**config.mk**
```make
export PLATFORM = sky130hd
export DESIGN_NAME = rmii_rx_deframer
export DESIGN_NICKNAME = d
export VERILOG_FILES = /design/src/rtl/terpine_pkg.sv /design/src/rtl/rmii_rx_deframer_crc32.sv /design/src/rtl/rmii_rx_deframer.sv
export SDC_FILE = /design/constraint.sdc
export NUM_CORES = 1
export LEC_CHECK = 0
export ABC_AREA = 1
export BUFFER_PORTS_ARGS = -buffer_cell sky130_fd_sc_hd__buf_2
export CORE_AREA = 4 4 120 122
export CTS_CLUSTER_DIAMETER = 30
export DETAILED_ROUTE_END_ITERATION = 6
export DIE_AREA = 0 0 124 126
export HOLD_SLACK_MARGIN = 0.1
export PLACE_DENSITY = 0.71
export SETUP_SLACK_MARGIN = 0.1
export SYNTH_ARGS = -nofsm -noshare
export SYNTH_HDL_FRONTEND = slang
export SYNTH_SLANG_ARGS = --single-unit
```
**constraint.sdc**
```tcl
create_clock -name mii_clk -period 4.63 [get_ports mii_clk]
set_clock_uncertainty 0.15 [all_clocks]
set_input_delay 0.6945 -clock mii_clk [delete_from_list [all_inputs] [get_ports mii_clk]]
set_output_delay 0.6945 -clock mii_clk [all_outputs]
set_load 0.02 [all_outputs]
```
**src/rtl/terpine_pkg.sv**
```systemverilog
// Shared definitions for the RMII receive path: CRC-32 constants, dibit codes,
// the deframer state enum and the per-dibit state-update helper.
package terpine_pkg;

  localparam logic [31:0] CRC32_POLY    = 32'hEDB88320;
  localparam logic [31:0] CRC32_RESIDUE = 32'hDEBB20E3;
  localparam logic [31:0] CRC32_INIT    = 32'hFFFFFFFF;

  localparam logic [1:0]  SFD_DIBIT     = 2'b11;
  localparam logic [1:0]  PRE_DIBIT     = 2'b01;
  localparam logic [1:0]  NULL_DIBIT    = 2'b00;

  // Frame length counter stops here; a frame that reaches it is never good.
  localparam logic [10:0] LEN_SAT       = 11'd2047;

  typedef enum logic [1:0] {
    RX_IDLE     = 2'd0,
    RX_PREAMBLE = 2'd1,
    RX_DATA     = 2'd2,
    RX_DROP     = 2'd3
  } rx_state_t;

  // Everything the deframer carries from one dibit to the next.
  typedef struct packed {
    rx_state_t   state;
    logic [7:0]  shift;
    logic [1:0]  cnt;
    logic [10:0] len;
    logic [31:0] crc;
  } rx_ctx_t;

  // Context after one dibit plus the events that dibit produced.
  typedef struct packed {
    rx_ctx_t ctx;
    logic    byteDone;
    logic    frameEnd;
  } rx_step_t;

  localparam rx_ctx_t CTX_RESET = '{
    state: RX_IDLE,
    shift: 8'h00,
    cnt:   2'd0,
    len:   11'd0,
    crc:   CRC32_INIT
  };

  // Advance the deframer by exactly one dibit. The CRC value already stepped
  // over this dibit is supplied by the caller so the CRC datapath stays in its
  // own module and can be chained for the two dibits of a clock.
  function automatic rx_step_t rxDibitStep(
    input rx_ctx_t     cur,
    input logic [1:0]  dibit,
    input logic        dv,
    input logic [31:0] crcStepped
  );
    rx_step_t res;
    res.ctx      = cur;
    res.byteDone = 1'b0;
    res.frameEnd = 1'b0;
    case (cur.state)
      RX_IDLE: begin
        if (dv && (dibit != NULL_DIBIT)) begin
          res.ctx.state = (dibit == PRE_DIBIT) ? RX_PREAMBLE : RX_DROP;
        end
      end
      RX_PREAMBLE: begin
        if (!dv) begin
          res.ctx.state = RX_IDLE;
        end else if (dibit == SFD_DIBIT) begin
          res.ctx.state = RX_DATA;
          res.ctx.shift = 8'h00;
          res.ctx.cnt   = 2'd0;
          res.ctx.len   = 11'd0;
          res.ctx.crc   = CRC32_INIT;
        end else if (dibit != PRE_DIBIT) begin
          res.ctx.state = RX_DROP;
        end
      end
      RX_DATA: begin
        if (!dv) begin
          // Counters and CRC are left untouched so the verdict can be judged.
          res.ctx.state = RX_IDLE;
          res.frameEnd  = 1'b1;
        end else begin
          res.ctx.shift = {dibit, cur.shift[7:2]};
          res.ctx.crc   = crcStepped;
          res.ctx.cnt   = cur.cnt + 2'd1;
          if (cur.cnt == 2'd3) begin
            res.byteDone = 1'b1;
            if (cur.len != LEN_SAT) begin
              res.ctx.len = cur.len + 11'd1;
            end
          end
        end
      end
      RX_DROP: begin
        if (!dv) begin
          res.ctx.state = RX_IDLE;
        end
      end
      default: begin
        res.ctx.state = RX_IDLE;
      end
    endcase
    return res;
  endfunction

endpackage

```
**src/rtl/rmii_rx_deframer_crc32.sv**
```systemverilog
// Combinational CRC-32 step over one dibit, reflected polynomial, bit 0 of
// the dibit entering the register first.
module crc32_dibit
  import terpine_pkg::*;
(
  input  logic [31:0] i_crc,
  input  logic [1:0]  i_dibit,
  output logic [31:0] o_crc
);

  logic [31:0] w_afterBit0;

  // Two serial shift-and-xor steps, earlier bit first.
  always_comb begin
    w_afterBit0 = {1'b0, i_crc[31:1]}
                ^ (((i_crc[0] ^ i_dibit[0]) == 1'b1) ? CRC32_POLY : 32'h0);
    o_crc       = {1'b0, w_afterBit0[31:1]}
                ^ (((w_afterBit0[0] ^ i_dibit[1]) == 1'b1) ? CRC32_POLY : 32'h0);
  end

endmodule

```
**src/rtl/rmii_rx_deframer.sv**
```systemverilog
// RMII receive deframer: strips preamble/SFD from a two-dibit-per-clock
// stream, rebuilds LSB-first bytes, checks CRC-32 and length, and reports
// each frame with byte/first/end strobes and a good/bad verdict.
module rmii_rx_deframer
  import terpine_pkg::*;
#(
  parameter int MIN_LEN = 64,
  parameter int MAX_LEN = 1522
) (
  input  logic        mii_clk,
  input  logic        mii_rst_n,
  input  logic [3:0]  rmii_D,
  input  logic [1:0]  rmii_DV,
  output logic [7:0]  rx_byte,
  output logic        rx_valid,
  output logic        rx_first,
  output logic        rx_end,
  output logic        rx_good,
  output logic [10:0] rx_len
);

  localparam logic [31:0] C_MIN_LEN = 32'(MIN_LEN);
  localparam logic [31:0] C_MAX_LEN = 32'(MAX_LEN);

  rx_ctx_t     r_ctx;
  rx_step_t    w_step0;
  rx_step_t    w_step1;
  logic [31:0] w_crc0;
  logic [31:0] w_crc1;

  logic        w_byteDone;
  logic [7:0]  w_byte;
  logic        w_first;
  logic        w_frameEnd;
  logic        w_good;
  logic        w_endNow;

  logic [7:0]  w_nxtByte;
  logic        w_nxtValid;
  logic        w_nxtFirst;
  logic        w_nxtEnd;
  logic        w_nxtGood;
  logic [10:0] w_nxtLen;
  logic        w_nxtPending;
  logic        w_nxtPendGood;
  logic [10:0] w_nxtPendLen;

  logic [7:0]  r_rxByte;
  logic        r_rxValid;
  logic        r_rxFirst;
  logic        r_rxEnd;
  logic        r_rxGood;
  logic [10:0] r_rxLen;
  logic        r_endPending;
  logic        r_pendGood;
  logic [10:0] r_pendLen;

  // The later dibit's CRC starts from whatever the earlier dibit left behind,
  // which covers an SFD preset landing on the earlier half.
  crc32_dibit u_crcEarly (
    .i_crc   (r_ctx.crc),
    .i_dibit (rmii_D[1:0]),
    .o_crc   (w_crc0)
  );

  crc32_dibit u_crcLate (
    .i_crc   (w_step0.ctx.crc),
    .i_dibit (rmii_D[3:2]),
    .o_crc   (w_crc1)
  );

  // State register: context after both dibits of the cycle.
  always_ff @(posedge mii_clk or negedge mii_rst_n) begin
    if (!mii_rst_n) begin
      r_ctx <= CTX_RESET;
    end else begin
      r_ctx <= w_step1.ctx;
    end
  end

  // Next state for the earlier dibit.
  always_comb begin
    w_step0 = rxDibitStep(r_ctx, rmii_D[1:0], rmii_DV[0], w_crc0);
  end

  // Next state for the later dibit, continuing from the earlier one.
  always_comb begin
    w_step1 = rxDibitStep(w_step0.ctx, rmii_D[3:2], rmii_DV[1], w_crc1);
  end

  // Output decode. Once a frame ends nothing can touch the counters or CRC
  // within the same cycle, so the verdict is always read from the final
  // context. An end that shares its cycle with a completed byte is held back
  // one clock so rx_end never overlaps rx_valid.
  always_comb begin
    w_byteDone = w_step0.byteDone | w_step1.byteDone;
    w_byte     = w_step0.byteDone ? w_step0.ctx.shift : w_step1.ctx.shift;
    w_first    = w_step0.byteDone ? (w_step0.ctx.len == 11'd1)
                                  : (w_step1.ctx.len == 11'd1);
    w_frameEnd = w_step0.frameEnd | w_step1.frameEnd;
    w_good     = (w_step1.ctx.cnt == 2'd0)
              && (w_step1.ctx.crc == CRC32_RESIDUE)
              && (w_step1.ctx.len != LEN_SAT)
              && ({21'd0, w_step1.ctx.len} >= C_MIN_LEN)
              && ({21'd0, w_step1.ctx.len} <= C_MAX_LEN);
    w_endNow   = w_frameEnd & ~w_byteDone;

    w_nxtValid = w_byteDone;
    w_nxtByte  = w_byteDone ? w_byte : r_rxByte;
    w_nxtFirst = w_byteDone & w_first;
    w_nxtEnd   = r_endPending | w_endNow;
    w_nxtGood  = r_endPending ? r_pendGood : (w_endNow & w_good);
    w_nxtLen   = r_endPending ? r_pendLen
               : (w_endNow ? w_step1.ctx.len : r_rxLen);

    w_nxtPending  = w_frameEnd & w_byteDone;
    w_nxtPendGood = w_nxtPending ? w_good : r_pendGood;
    w_nxtPendLen  = w_nxtPending ? w_step1.ctx.len : r_pendLen;
  end

  // Registered outputs and the deferred end-of-frame holding stage.
  always_ff @(posedge mii_clk or negedge mii_rst_n) begin
    if (!mii_rst_n) begin
      r_rxByte     <= 8'h00;
      r_rxValid    <= 1'b0;
      r_rxFirst    <= 1'b0;
      r_rxEnd      <= 1'b0;
      r_rxGood     <= 1'b0;
      r_rxLen      <= 11'd0;
      r_endPending <= 1'b0;
      r_pendGood   <= 1'b0;
      r_pendLen    <= 11'd0;
    end else begin
      r_rxByte     <= w_nxtByte;
      r_rxValid    <= w_nxtValid;
      r_rxFirst    <= w_nxtFirst;
      r_rxEnd      <= w_nxtEnd;
      r_rxGood     <= w_nxtGood;
      r_rxLen      <= w_nxtLen;
      r_endPending <= w_nxtPending;
      r_pendGood   <= w_nxtPendGood;
      r_pendLen    <= w_nxtPendLen;
    end
  end

  assign rx_byte  = r_rxByte;
  assign rx_valid = r_rxValid;
  assign rx_first = r_rxFirst;
  assign rx_end   = r_rxEnd;
  assign rx_good  = r_rxGood;
  assign rx_len   = r_rxLen;

endmodule

```
==> results of run 1 <==
cells by family (layout without fill, tap and decap cells):
logic type      Yosys count  in the layout  synth area share (%)
simple gates            661            661                  41.6
compound gates          158            158                  13.0
flops                    91             91                  32.3
buf+inv                 193            220                  11.0
fa+ha+maj                12             12                  2.09
per-layer routing:
metal	global-route usage, %	routed length [microns]
met1	44.8	10100
met4	4.83	225
met2	38.7	9030
met3	4.35	1850
met5	0	0
flip-flops by register name, indices dropped and copies added (netlist names):
name,flops
r_ctx,55
r_endPending,1
r_pendGood,1
r_pendLen,11
rx_byte,8
rx_end,1
rx_first,1
rx_good,1
rx_len,11
rx_valid,1
cell usage in the layout, fill, tap and decap left out, drive strengths merged, types with 8 or more instances in the layout:
cell	netlist	layout
nor2	98	98
o21ai	66	66
ha	12	12
o22ai	8	8
inv	153	156
dfrtp	59	59
a22oi	10	10
dfstp	32	32
clkbuf	15	9
nand3	133	133
nand4	16	16
a21oi	48	48
o211ai	15	15
nand2	399	399
buf	22	48
synthesized netlist by cell type, types with 6 or more instances:
cell	number
buf_2	10
buf_4	9
nand2_1	372
o21ai_0	54
o22ai_1	8
ha_1	12
nor2_1	82
nor2_2	10
a21oi_1	44
clkbuf_1	15
inv_2	10
dfstp_2	32
o21ai_1	9
inv_1	142
o211ai_1	15
nand3_1	117
nand2_2	23
nand4_1	15
nand3_2	15
a22oi_1	10
nor3_1	6
dfrtp_1	59
where the power goes:
group | total, uW | internal, uW | switching, uW
registers | 1250 | 1100 | 146
logic | 3730 | 1100 | 2630
clock network | 757 | 385 | 373
total | 5730 | 2580 | 3150
cell type report:
cell class / count / area share (%)
Timing Repair Buffer: 48 / 3.68
Clock inverter: 7 / 0.977
Sequential cell: 91 / 29.7
Clock buffer: 9 / 2.88
Multi-Input combinational cell: 831 / 52.3
Inverter: 156 / 7.62
Tap cell: 176 / 2.82
worst paths after layout:
path                            startpoint         end  slack [ns]  cells past startpoint
worst min register to register  r_pendGood     rx_good        0.33                      2
max in group asynchronous        mii_rst_n    r_ctx[2]        3.11                      2
min in group mii_clk            r_pendGood     rx_good        0.33                      2
worst max register to register   r_ctx[53]  r_pendGood        0.24                     22
worst min-delay path             mii_rst_n  rx_byte[4]        0.24                      1
worst max-delay path             r_ctx[53]  r_pendGood        0.24                     22
per-stage QoR:
step	hold WS (ns)	TNS [ns]	std cells	cell area, sq um	setup slack, ns
after floorplan	0.249	0	1115	7180	0.814
after global placement	0.319	0	1302	7490	0.416
after detailed placement	0.324	0	1302	7490	0.210
after CTS	0.265	0	1318	7790	0.285
after global routing	0.299	-0.0131	1318	7810	-0.0131
final	0.244	0	1318	7810	0.243
worst max-delay path: stages, from the launching register on:
cell and delay, ns:
dfrtp_1 0.40, inv_1 0.14, ha_1 0.33, nor2_1 0.10, o21ai_0 0.23, a32oi_2 0.21
inv_1 0.17, ha_1 0.26, buf_4 0.20, nand2_1 0.20, inv_1 0.48, nand3_1 0.18
nand2_1 0.08, o21ai_0 0.15, a21oi_1 0.17, nand3_1 0.11, nor2_1 0.13, nand3_1 0.09
nor2_1 0.15, nand3_1 0.11, nor2_2 0.15, nor2_2 0.05, nor2_2 0.08
==> metrics.md, run 1 <==
| Metric | Value |
|---|---|
| CP Class | reg2reg |
| DR WL/cell | 16.1 microns |
| Post-CTS Setup Bufs | 0 |
| RSZ-0062 raised after global routing | true |
| Clock buffer count from CTS | 9 |
| I/O pin count | 31 |
| Actual slew at the worst max-slew pin | 0.842 ns |
| Die width | 124 microns |
| Post-Syn Nets | 1135 |
| Status | complete, no violations |
| Flip-flop and latch area | 2320 sq um |
| Max Freq | 228 MHz |
| Max-slew violation count | 0 |
| Cell count after synthesis | 1115 |
| Share of cells above drive strength 1 | 16.1% |
| Worst setup SP type | register |
| DR iter-0 viols | 772 |
| Insertion delay to the later sink of the worst-skew pair | 0.36 ns |
| Cell Area, Synth | 7180 sq um |
| Yosys reg bits | 91 |
| Gp weighted congestion | 0.964 |
| Hpwl dp | 15.8 mm |
| Post-layout util | 59.2% |
| Hold-fix buffers at CTS | 0 |
| Drt pass-1 iters | 6 |
| Leak pwr | 0.00400 uW |
| Post-synthesis cell type count | 47 |
| Reg clk slew, reported paths | 0.07 ns |
| Die area | 15600 sq um |
| Pin count of the biggest net entering global routing | 54 |
| Cells taking the most area after synthesis | dfrtp_1 (21%), nand2_1 (19%), dfstp_2 (12%) |
| Fillers | 1263 |
| Initial antenna violation count | 0 |
| Slew headroom | 43.7% |
| Final setup fails | 0 |
| Seq/Total Area, Yosys | 32.3% |
| Total number of vias | 7336 |
| Gr usage total | 27.5% |
| Die Y | 126 microns |
| Critical Path End Type | register |
| Nets | 1157 |
| Crit path DAT | 4.53 ns |
| Port-buffer cells | 30 |
| Area leader, netlist | dfrtp_1 |
| Crit Path Max Fanout | 14 |
| Max rail drop VDD | 0.355 mV |
| Async set or reset register ratio after synthesis | 100% |
| Tmin final | 4.39 ns |
| H-tree depth | 3 |
| N_diodes | 0 |
| Total power | 5730 uW |
| Period utilization | 94.7% |
| Vias in the first global route | 6416 |
| Yosys warning count | 0 |
| Resized Gates After CTS | 0 |
| Top FF cell, synth | dfrtp_1 |
| CTS tree | yes |
| Clock root cell | clkbuf_16 |
| Multi-input gate area | 4090 sq um |
| Clk sinks | 91 |
| Worst Hold Class | in2async |
| CORE AREA | 13200 sq um |
| Area Growth Syn to Fin | 8.80% |
| Number of flops mapped to enable cells by yosys | 0 |
| Total gr overflow | 0 |
| # DRC | 0 |
| CP required | 4.77 ns |
| Starting Density | 54.4% |
| Power Dens Cells | 734 nW/um^2 |
| First-pass GRT wire length | 34.0 mm |
| Final wirelength | 21.2 mm |
| Final hold viol count | 0 |
| Clk buf depth | 2 |
| Avg Inst Size Synth | 6.44 sq um |
| Drt via density | 5.57 |
| Routed Antenna Nets | 0 |
| Top cell type's share of synthesized area | 20.6% |
| Row cnt | 42 |
| Maxcap violations | 0 |
(Power assumes the default switching activity.)
==> run 2: changes to the inputs <==
CORE_AREA = 4 4 116 118   (was 4 4 120 122)
DIE_AREA = 0 0 120 122   (was 0 0 124 126)
SYNTH_HIERARCHICAL = 1   (was default)
==> metrics.md, run 2 <==
| Metric | Value |
|---|---|
| CP endpoint | rx_good |
| Status | complete, no violations |
| Final setup fails | 0 |
| Combinational cell fraction of total power | 54.8% |
| CP max-delay cell | dfrtp_1 |
| Clk sinks | 91 |
| Max-slew violation count | 0 |
| Yosys reg bits | 91 |
| NetSw | 2000 uW |
| Total gr overflow | 0 |
| Post-Syn Nets | 961 |
| Most flops, register | r_ctx |
| Internal power | 2180 uW |
| Period utilization | 88.9% |
| Gr usage total | 24.9% |
| Initial antenna violation count | 0 |
| Cell count after synthesis | 941 |
| Commonest cells in the netlist | nand2_1 (246), inv_1 (120), nand3_1 (103) |
| DR WL/cell | 16.0 microns |
| Crit Path Max Fanout | 8 |
| Row cnt | 41 |
| Area Growth Syn to Fin | 8.25% |
| Die Y | 122 microns |
| Post-layout util | 57.8% |
| Max Freq | 243 MHz |
| Seq/Total Area, Yosys | 34.8% |
| Final setup TNS | 0 ns |
| I/O pin count | 31 |
| Avg Inst Size Synth | 7.08 sq um |
| Tmin final | 4.12 ns |
| Worst Hold Class | in2async |
| Vias in the first global route | 5746 |
| Hpwl dp | 13.1 mm |
| Port-buffer cells | 30 |
| Top cell type's share of synthesized area | 22.2% |
| Die area | 14600 sq um |
| Max rail drop VDD | 0.413 mV |
| Worst flop-to-flop path startpoint | r_ctx[53] |
| Reg clk slew, reported paths | 0.07 ns |
| Leak pwr | 0.00350 uW |
| Critical path's largest stage delay | 0.42 ns |
| Worst setup SP type | register |
| Most frequent cells in the layout | nand2_1 (246), inv_1 (120), nand3_1 (103) |
| Clk buf depth | 2 |
| Die width | 120 microns |
| Clock power share | 18.2% |
| Hold-fix buffers at CTS | 0 |
| FF-to-FF End | rx_good |
| Clock root cell | clkbuf_16 |
| CP delay by family, top | simple AND/OR/NAND/NOR gates |
| Maxcap violations | 0 |
| Sw frac | 47.9% |
| Gp weighted congestion | 0.946 |
| CP Buf/Inv Count | 5 |
| Async set or reset register ratio after synthesis | 100% |
| Cell Area, Synth | 6660 sq um |
| Crit path DAT | 4.25 ns |
| Clock buffer count from CTS | 9 |
| Starting Density | 53.4% |
| CP Class | reg2reg |
| CORE AREA | 12500 sq um |
| Final wirelength | 18.0 mm |
| Flop-to-flop setup slack | 0.51 ns |
| Top FF cell, synth | dfrtp_1 |
| Worst reg2reg path depth | 22 |
| H-tree depth | 3 |
| RSZ-0062 raised after global routing | false |
| First-pass GRT wire length | 29.4 mm |
| Critical Path End Type | register |
| Yosys warning count | 6 |
| Nets | 973 |
| Crit. Startpoint | r_ctx[53] |
| Routed Antenna Nets | 0 |
| Number of flops mapped to enable cells by yosys | 0 |
| Most used cell, CP | inv_1 |
| Sequential share of power | 27.0% |
| Cell with the most instances after synthesis | nand2_1 |
| Most common cell after layout, fill and taps aside | nand2_1 |
| Share of cells above drive strength 1 | 15.6% |
| CP required | 4.76 ns |
| DR iter-0 viols | 766 |
| Crit path cell chain | inv_1 -> ha_1 -> nor2_1 -> o21ai_0 -> a31o_2 -> nand2_1 -> inv_1 -> ha_1 -> inv_1 -> nor2_4 -> inv_1 -> nor2_4 -> buf_4 -> a21oi_1 -> o21ai_0 -> nand4_1 -> or3_1 -> nor2_1 -> nand2_1 -> nor2_1 -> nand3_1 -> nand2_1 |
| Post-synthesis cell type count | 48 |
| CTS tree | yes |
| Area leader, netlist | dfrtp_1 |
| Drt via density | 5.57 |
| Actual slew at the worst max-slew pin | 0.803 ns |
| CP Depth | 22 |
| Power Dens Cells | 580 nW/um^2 |
| Drt pass-1 iters | 6 |
| Max reg flops | 55 |
| Total number of vias | 6289 |
| N_diodes | 0 |
| Pin count of the biggest net entering global routing | 68 |
| Slew headroom | 46.5% |
| # DRC | 0 |
| Insertion delay to the later sink of the worst-skew pair | 0.34 ns |
| Cells taking the most area after synthesis | dfrtp_1 (22%), nand2_1 (14%), dfstp_2 (13%) |
| Final hold viol count | 0 |
-- run 2: cell types whose count changed in the layout (fill, tap and decap cells not counted), moves of 5 or more --
| cell | change |
|---|---|
| xnor2_1 | +26 |
| nand2_2 | -11 |
| a221oi_1 | +23 |
| nand3_2 | -13 |
| inv_1 | -21 |
| nand2_1 | -123 |
| o21ai_0 | -15 |
| nor2_1 | -22 |
| nor2_4 | +5 |
| o21ai_1 | -5 |
| nand3_1 | -14 |
| and3_1 | +5 |
| o211ai_1 | -5 |
| a21oi_1 | -8 |
-- run 2: cell families after synthesis --
logic type / Yosys count / synth area share, %
adder cells (fa/ha/maj): 12 / 2.26
flip-flops: 91 / 34.8
AND/OR/NAND/NOR: 479 / 32.6
AO/OA/AOI/OAI: 147 / 14.2
buffers and inverters: 182 / 12.0
XOR/XNOR: 30 / 4.17
-- run 2: cell type report --
type	count	area, sq um
Inverter	132	495
Clock buffer	9	225
Timing Repair Buffer	50	315
Tap cell	172	215
Fill cell	1192	5260
Clock inverter	7	81.3
Sequential cell	91	2320
Multi-Input combinational cell	669	3560
-- run 2: how the worst min path moves through the flow --
stage / slack [ns] / end
after floorplan: 0.25 / r_ctx[32]
after global placement: 0.32 / r_pendLen[9]
after detailed placement: 0.32 / rx_good
after CTS: 0.33 / r_ctx[49]
after global routing: 0.35 / rx_good
final: 0.30 / rx_byte[4]
-- run 2: stage by stage --
| stage | cell area (sq um) | power (uW) | hold slack, ns | setup WS [ns] | std cells |
|---|---|---|---|---|---|
| after detailed placement | 6850 | 3330 | 0.319 | 0.307 | 1110 |
| after CTS | 7160 | 4110 | 0.331 | 0.353 | 1126 |
| final | 7210 | 4180 | 0.304 | 0.513 | 1130 |
| after global placement | 6850 | 3320 | 0.318 | 0.396 | 1110 |
| after floorplan | 6660 | 2830 | 0.249 | 1.06 | 941 |
| after global routing | 7210 | 4490 | 0.354 | 0.0873 | 1130 |
-- run 2: metal layers --
layer	GRT usage [%]	routed length [microns]	up-vias
met5	0	0	-
met4	7.16	279	0
met3	4.04	1440	23
met2	35.5	7590	259
met1	38.9	8730	2903
li1	-	-	3104
-- run 2: power by group through the flow --
| stage | clock network (uW) | registers, uW | logic (uW) |
|---|---|---|---|
| floorplan | 0 | 1150 | 1680 |
| finish | 763 | 1130 | 2290 |
| global placement | 0 | 1140 | 2180 |
| CTS | 771 | 1130 | 2210 |
| global route | 816 | 1150 | 2520 |
| detailed placement | 0 | 1140 | 2190 |
-- run 2: what timing repair did --
| item | CTS | global route |
|---|---|---|
| hold endpoints to repair | 0 | 0 |
| endpoints found under the setup margin | 0 | 2 |
| resized for setup | 0 | 1 |
| buffers inserted | 0 | 3 |
==> run 3: changes to the inputs <==
PLACE_DENSITY = default   (was 0.71)
PLACE_DENSITY_LB_ADDON = 0.15   (was default)
SKIP_LAST_GASP = 1   (was default)
==> metrics.md, run 3 (same netlist as run 2, synthesis figures left out) <==
| Metric | Value |
|---|---|
| Status | complete, no violations |
| Insertion delay to the later sink of the worst-skew pair | 0.34 ns |
| Most frequent cells in the layout | nand2_1 (246), inv_1 (120), nand3_1 (103) |
| Most used cell, CP | inv_1 |
| Internal power | 2200 uW |
| Clock buffer count from CTS | 9 |
| CTS tree | yes |
| Clock power share | 18.1% |
| Crit path DAT | 4.32 ns |
| Gr usage total | 25.4% |
| Die width | 120 microns |
| Combinational cell fraction of total power | 55.0% |
| Most common cell after layout, fill and taps aside | nand2_1 |
| CP endpoint | rx_good |
| Reg clk slew, reported paths | 0.07 ns |
| CP delay by family, top | simple AND/OR/NAND/NOR gates |
| Share of cells above drive strength 1 | 15.6% |
| Slew headroom | 47.8% |
| NetSw | 2010 uW |
| Die Y | 122 microns |
| Initial antenna violation count | 0 |
| Worst reg2reg path depth | 20 |
| Clk buf depth | 2 |
| Crit path cell chain | inv_1 -> ha_1 -> nor2_1 -> o21ai_0 -> a31o_2 -> nand2_1 -> inv_1 -> ha_1 -> nor2_4 -> inv_1 -> nor2_2 -> a221oi_1 -> inv_1 -> nand4_1 -> or3_1 -> nor2_1 -> nand2_1 -> nor2_1 -> nand3_1 -> nand2_1 |
| Sw frac | 47.7% |
| H-tree depth | 3 |
| Total gr overflow | 0 |
| Pin count of the biggest net entering global routing | 49 |
| Most flops, register | r_ctx |
| Maxcap violations | 0 |
| Gp weighted congestion | 0.967 |
| Sequential share of power | 26.9% |
| CP Class | reg2reg |
| Drt pass-1 iters | 5 |
| Max Freq | 239 MHz |
| Max reg flops | 55 |
| Vias in the first global route | 5825 |
| Hpwl dp | 13.2 mm |
| Actual slew at the worst max-slew pin | 0.780 ns |
| N_diodes | 0 |
| Starting Density | 53.4% |
| Row cnt | 41 |
| Drt via density | 5.66 |
| Post-layout util | 57.7% |
| Crit. Startpoint | r_ctx[53] |
| Routed Antenna Nets | 0 |
| Port-buffer cells | 30 |
| Worst setup SP type | register |
| CP max-delay cell | nor2_2 |
| Crit Path Max Fanout | 13 |
| Final setup TNS | 0 ns |
| Flop-to-flop setup slack | 0.45 ns |
| Final wirelength | 18.1 mm |
| FF-to-FF End | rx_good |
| Final setup margin | 0.446 ns |
| Max-slew violation count | 0 |
| CP required | 4.76 ns |
| Clock root cell | clkbuf_16 |
| Critical path's largest stage delay | 0.56 ns |
| Hold slack | 0.104 ns |
| # DRC | 0 |
| Tmin final | 4.18 ns |
| Die area | 14600 sq um |
| Period utilization | 90.4% |
| Max rail drop VDD | 0.358 mV |
| Clk sinks | 91 |
| First-pass GRT wire length | 29.9 mm |
| Critical Path End Type | register |
| I/O pin count | 31 |
| CORE AREA | 12500 sq um |
| DR WL/cell | 16.0 microns |
| Total number of vias | 6396 |
| Area Growth Syn to Fin | 8.08% |
| CP Buf/Inv Count | 4 |
| Pre-CTS setup slack | 0.459 ns |
| Leak pwr | 0.00349 uW |
| RSZ-0062 raised after global routing | false |
| CP Depth | 20 |
| Worst flop-to-flop path startpoint | r_ctx[53] |
| Worst Hold Class | in2async |
| Final setup fails | 0 |
| DR iter-0 viols | 702 |
| Power Dens Cells | 584 nW/um^2 |
| Final hold viol count | 0 |
| Nets | 973 |
-- run 3: per-layer routing --
layer  vias to the layer above  GRT usage, %  wire length [microns]
met5                         -             0                      0
met2                       272          35.3                   7420
met4                         0          8.23                    342
li1                       3103             -                      -
met3                        27          3.48                   1540
met1                      2994          40.2                   8790
-- run 3: worst min-delay path by stage --
stage	slack, ns	startpoint	to	cells after the start
CTS	0.11	mii_rst_n	r_ctx[54]	1
floorplan	0.25	mii_rst_n	r_ctx[32]	0
global route	0.13	mii_rst_n	r_ctx[54]	1
global placement	0.32	r_pendLen[5]	r_pendLen[5]	2
detailed placement	0.32	r_pendLen[5]	r_pendLen[5]	2
finish	0.10	mii_rst_n	r_ctx[53]	1
-- run 3: per-stage QoR --
step / instances / total power (uW) / instance area, sq um
final: 1130 / 4210 / 7200
after global routing: 1130 / 4500 / 7200
after CTS: 1127 / 4120 / 7170
after detailed placement: 1111 / 3340 / 6860
after global placement: 1111 / 3340 / 6860
after floorplan: 941 / 2830 / 6660
-- run 3: final cells by class --
class | count | area (sq um)
fill | 1202 | 5270
clock inverter | 7 | 82.6
multi-input combinational | 669 | 3560
sequential | 91 | 2320
tap | 172 | 215
clock buffer | 9 | 225
inverter | 132 | 495
timing repair buffer | 50 | 303
-- run 3: repair_timing --
item / 4_1_cts / 5_1_grt
resized for setup: 0 / 1
setup buffers: 0 / 2
setup endpoints to repair: 0 / 2
hold buffers: 0 / 0
-- run 3: power groups by stage --
| stage | clock network, uW | logic (uW) | registers (uW) |
|---|---|---|---|
| after floorplan | 0 | 1680 | 1150 |
| after global placement | 0 | 2200 | 1140 |
| after detailed placement | 0 | 2200 | 1140 |
| after CTS | 778 | 2210 | 1120 |
| after global routing | 804 | 2550 | 1150 |
| final | 763 | 2310 | 1130 |
